**config.mk**
```make
export PLATFORM = sky130hd
export DESIGN_NAME = seq_mul16_flat
export DESIGN_NICKNAME = d
export VERILOG_FILES = /design/src/rtl/seq_mul16_if.sv /design/src/rtl/seq_mul16.sv /design/src/flat_wrapper.sv
export SDC_FILE = /design/constraint.sdc
export NUM_CORES = 1
export LEC_CHECK = 0
export BUFFER_PORTS_ARGS = -buffer_cell sky130_fd_sc_hd__buf_4
export CORE_ASPECT_RATIO = 0.8
export CORE_MARGIN = 3
export CORE_UTILIZATION = 56
export CTS_BUF_LIST = sky130_fd_sc_hd__clkbuf_16
export DETAILED_ROUTE_END_ITERATION = 16
export PLACE_DENSITY = 0.8
export SETUP_SLACK_MARGIN = 0.05
export SLEW_MARGIN = 10
export SYNTH_ARGS = -nofsm -noshare
export SYNTH_HDL_FRONTEND = slang
export SYNTH_SLANG_ARGS = --single-unit
```
**constraint.sdc**
```tcl
create_clock -name clk -period 2.24 [get_ports clk]
set_input_delay 0.112 -clock clk [delete_from_list [all_inputs] [get_ports clk]]
set_output_delay 0.112 -clock clk [all_outputs]
set_load 0.02 [all_outputs]
```
**src/rtl/seq_mul16_if.sv**
```systemverilog
// Operand/result handshake bundle for the iterative multiplier.
// master = operand source and result consumer, slave = the multiplier.
interface seq_mul16_if #(
    parameter int unsigned WIDTH = 16
);
    logic             in_valid;
    logic             in_ready;
    logic [WIDTH-1:0] a;
    logic [WIDTH-1:0] b;
    logic             out_valid;
    logic             out_ready;
    logic [WIDTH-1:0] out;
    logic             busy;

    modport master (
        output in_valid, a, b, out_ready,
        input  in_ready, out_valid, out, busy
    );

    modport slave (
        input  in_valid, a, b, out_ready,
        output in_ready, out_valid, out, busy
    );
endinterface

```
**src/rtl/seq_mul16.sv**
```systemverilog
// Iterative shift-and-add multiplier: one multiplier bit per RUN cycle.
// The result is the low WIDTH bits of a*b; valid/ready handshake on both sides.
module seq_mul16 #(
    parameter int unsigned WIDTH      = 16,
    parameter bit          EARLY_EXIT = 1'b0
) (
    input logic        clk,
    input logic        reset,
    seq_mul16_if.slave bus
);
    localparam int unsigned   CW        = (WIDTH > 1) ? $clog2(WIDTH) : 1;
    localparam logic [CW-1:0] LastCount = CW'(WIDTH - 1);

    typedef enum logic [1:0] {StIdle, StRun, StDone} state_e;

    state_e           state_q, state_d;
    logic [WIDTH-1:0] mcand_q, mcand_d;
    logic [WIDTH-1:0] mplier_q, mplier_d;
    logic [WIDTH-1:0] acc_q, acc_d;
    logic [CW-1:0]    count_q, count_d;

    logic [WIDTH-1:0] sum;
    logic [WIDTH-1:0] mplier_shr;

    // Carry-out is dropped on purpose: only the low WIDTH product bits are kept.
    assign sum        = acc_q + mcand_q;
    assign mplier_shr = mplier_q >> 1;

    always_ff @(posedge clk or posedge reset) begin
        if (reset) begin
            state_q  <= StIdle;
            mcand_q  <= '0;
            mplier_q <= '0;
            acc_q    <= '0;
            count_q  <= '0;
        end else begin
            state_q  <= state_d;
            mcand_q  <= mcand_d;
            mplier_q <= mplier_d;
            acc_q    <= acc_d;
            count_q  <= count_d;
        end
    end

    always_comb begin
        state_d  = state_q;
        mcand_d  = mcand_q;
        mplier_d = mplier_q;
        acc_d    = acc_q;
        count_d  = count_q;

        unique case (state_q)
            StIdle: begin
                if (bus.in_valid) begin
                    mcand_d  = bus.a;
                    mplier_d = bus.b;
                    acc_d    = '0;
                    count_d  = '0;
                    state_d  = (EARLY_EXIT && (bus.b == '0)) ? StDone : StRun;
                end
            end
            StRun: begin
                if (mplier_q[0]) begin
                    acc_d = sum;
                end
                mcand_d  = mcand_q << 1;
                mplier_d = mplier_shr;
                count_d  = count_q + 1'b1;
                if ((count_q == LastCount) || (EARLY_EXIT && (mplier_shr == '0))) begin
                    state_d = StDone;
                end
            end
            StDone: begin
                // acc is left untouched so out keeps showing the last product.
                if (bus.out_ready) begin
                    state_d = StIdle;
                end
            end
            default: state_d = StIdle;
        endcase
    end

    assign bus.in_ready  = (state_q == StIdle);
    assign bus.out_valid = (state_q == StDone);
    assign bus.busy      = (state_q != StIdle);
    assign bus.out       = acc_q;

endmodule

```
**src/flat_wrapper.sv**
```systemverilog
// flat-port wrapper written by rule: the top's interface ports become plain ports
module seq_mul16_flat 
#(
    parameter int unsigned WIDTH      = 16,
    parameter bit          EARLY_EXIT = 1'b0
)
  (clk, reset, bus_in_valid, bus_a, bus_b, bus_out_ready, bus_in_ready, bus_out_valid, bus_out, bus_busy);
  seq_mul16_if #(.WIDTH(WIDTH)) bus_i ();
  input logic clk;
  input logic reset;
  input wire logic [$bits(bus_i.in_valid)-1:0] bus_in_valid;
  input wire logic [$bits(bus_i.a)-1:0] bus_a;
  input wire logic [$bits(bus_i.b)-1:0] bus_b;
  input wire logic [$bits(bus_i.out_ready)-1:0] bus_out_ready;
  output wire logic [$bits(bus_i.in_ready)-1:0] bus_in_ready;
  output wire logic [$bits(bus_i.out_valid)-1:0] bus_out_valid;
  output wire logic [$bits(bus_i.out)-1:0] bus_out;
  output wire logic [$bits(bus_i.busy)-1:0] bus_busy;
  assign bus_i.in_valid = bus_in_valid;
  assign bus_i.a = bus_a;
  assign bus_i.b = bus_b;
  assign bus_i.out_ready = bus_out_ready;
  assign bus_in_ready = bus_i.in_ready;
  assign bus_out_valid = bus_i.out_valid;
  assign bus_out = bus_i.out;
  assign bus_busy = bus_i.busy;
  seq_mul16 #(.WIDTH(WIDTH), .EARLY_EXIT(EARLY_EXIT)) u_core (.clk(clk), .reset(reset), .bus(bus_i));
endmodule
```
==> run metrics <==
die extent in y=72.1 um; IO Count=55; vias in the first global route=2,409; cell area after synthesis=3060 sq um; Pint=3.44 mW; grt total ovfl=0; initial antenna violation count=0; Core Rows=23; crit path time final=about 2.1 ns; endpoint class of the critical path=flop; drt first pass iters=4; EDFF count, synth=0; Synth cell types=47; Least-Margin Pin Slew=0.579 ns; count of final setup violators=0; Root Buffer=clkbuf_16; Seq/Total Area, Yosys=44.2%; n_diodes=0; data arrival time of the worst path=2.32 ns; number of port buffers=54; type of the most critical hold path=in -> reg; worst path required time=approximately 2.4 ns; largest area contributor in the netlist=dfrtp_1; clock transition at the registers of the reported paths=0.07 ns; fin crit share=94.7%; clock power share=roughly 17%; global-route wire length before repair=11,500 um; max-cap violations=0; H-tree levels=2; HPWL after DPL=4960 um; via count=2,550; max_slew headroom=61.3%; synth warn=0; Core Box Area=5150 sq um; Vias/cell=~6; die area=approximately 6400 sq um; switching fraction of total power=a little over two fifths; crit path max fanout=4; DRT iter0 DRCs=174; CTS tree=built; Slew Limit Fails=0; Worst-Skew Late Latency=0.29 ns; Area after DPL=roughly 3500 sq um; Cell Pwr Density=roughly 1600 nW/um^2; CTS Buffer Depth=2; largest net degree at the start of global routing=46; Routed WL=a little over 7000 um; Max Clk Rate=471 MHz; TNS Setup=0 ns; Final Hold Viols=0; Sink Count=54; Gate power share=53.1%; commonest non-fill, non-tap cells in the layout=buf_4, dfrtp_1, nand2_1, o21ai_0, mux2i_1; die width=88.6 um; pre-CTS setup slack=0.0487 ns; Worst VDD drop=0.000733 V; GRT Total Usage=23.0%; Setup Skew=about 0.0038 ns; RePlAce Congestion=0.891; Antenna Nets Post-Route=0; fraction of registers with async set/reset=100%; Layout Nets=423; outcome=finished clean; Sw Pwr=2.49 mW; synth top area cells=dfrtp_1, mux2i_1, o21ai_0; startpoint types=flop; Lkg Pwr=1.88 nW; most common cell after layout, fill and taps aside=buf_4; Setup Crit Path Kind=reg -> reg; Reg power frac=30.2%; TritonCTS Buffers=5; Primary FF master, synth=dfrtp_1; drt drc=0; share of layout cells above drive strength 1=23.7%; Mapped Cells=315; syn_area_per_cell=about 9.7 sq um; Final Cell Area=3810 sq um; Starting Density=59.4%; top cell type's share of synthesized area=44.2%; Routed wire per std cell=16.5 um; post-synthesis register bit count=54; RSZ-0062 raised after global routing=true; Net Count, Synth=368; area grow syn2layout=24.4%; final setup margin=0.118 ns
sequential cells by signal, indices dropped and copies added, names as in the netlist:
name / flops
u_core.bus.out: 16
u_core.mcand_q: 16
u_core.mplier_q: 16
u_core.count_q: 4
u_core.state_q: 2
stage by stage:
stage	total power, mW	cells	hold slack, ns	util, %
4_1_cts	5.84	430	0.0461	72.9
2_1_floorplan	3.99	315	0.245	-
3_3_place_gp	4.70	420	0.184	68.8
3_5_place_dp	4.82	420	0.180	68.8
6_report	5.94	433	0.0425	73.9
5_1_grt	6.36	433	0.0392	73.9
cell families after synthesis:
kind of cell	synth area share, %
AOI/OAI and AO/OA	18.6
xor gates and xnor gates	2.29
adders and majority gates	7.20
buffers and inverters	3.35
DFF	44.2
muxes	10.9
and+or+nand+nor	13.5
per-layer routing:
metal	wire, um	vias to the layer above	GRT usage [%]
li1	-	1231	-
met2	3260	78	34.3
met5	0	-	0
met1	3460	1231	33.5
met4	106	0	7.89
met3	335	10	4.54
layout make-up:
cell class                      count  area, sq um
Timing Repair Buffer               65          503
Clock inverter                      3         63.8
Tap cell                           62         77.6
Clock buffer                        5          125
Multi-Input combinational cell    236         1660
Sequential cell                    54         1350
Inverter                            8         30.0
Fill cell                         390         1350
final timing paths:
path	end	startpoint	slack, ns	cells past startpoint
max in group asynchronous	u_core.bus.out[6]$_DFFE_PP0P_	reset	1.28	4
worst min-delay path	u_core.mplier_q[15]$_DFFE_PP0P_	bus_b[15]	0.04	2
worst max-delay path	u_core.bus.out[14]$_DFFE_PP0P_	u_core.mcand_q[0]$_DFFE_PP0P_	0.12	9
worst min register to register	u_core.mplier_q[9]$_DFFE_PP0P_	u_core.mplier_q[9]$_DFFE_PP0P_	0.48	2
worst max register to register	u_core.bus.out[14]$_DFFE_PP0P_	u_core.mcand_q[0]$_DFFE_PP0P_	0.12	9
min in group asynchronous	u_core.mplier_q[13]$_DFFE_PP0P_	reset	0.42	3
power groups by stage:
stage	Combinational (mW)	Sequential (mW)	Clock [mW]
4_1_cts	3.06	1.79	0.995
6_report	3.15	1.79	0.996
3_3_place_gp	2.92	1.77	0
2_1_floorplan	2.14	1.85	0
3_5_place_dp	3.02	1.80	0
5_1_grt	3.48	1.85	1.03
critical path, stage by stage, from the launching register on:
cell and delay (ns):
dfrtp_1 0.36, ha_2 0.19, inv_2 0.04, fa_2 0.40, nor2b_4 0.15, o31a_4 0.18
o2111ai_4 0.13, a21o_1 0.22, and3b_1 0.18, o31ai_2 0.18
what timing repair did:
item                                   in CTS  in global routing
setup endpoints to repair                   2                  6
pin swaps                                   0                  7
endpoints found under the hold margin      23                  0
hold buffers                                1                  0
gates resized for setup                     2                  6
buffers inserted                            1                  3
cell usage after synthesis, types with 3 or more instances:
library cell / number
a21o_1: 4
nand4_1: 6
nor2_1: 11
clkbuf_1: 10
a22o_1: 5
xor2_1: 3
ha_1: 16
buf_2: 7
dfrtp_1: 54
a21oi_1: 10
xnor2_1: 5
nand3_1: 6
nand2_1: 48
nor2b_1: 5
o21a_1: 3
inv_1: 8
o21ai_0: 47
mux2i_1: 31
(Power assumes the default switching activity.)
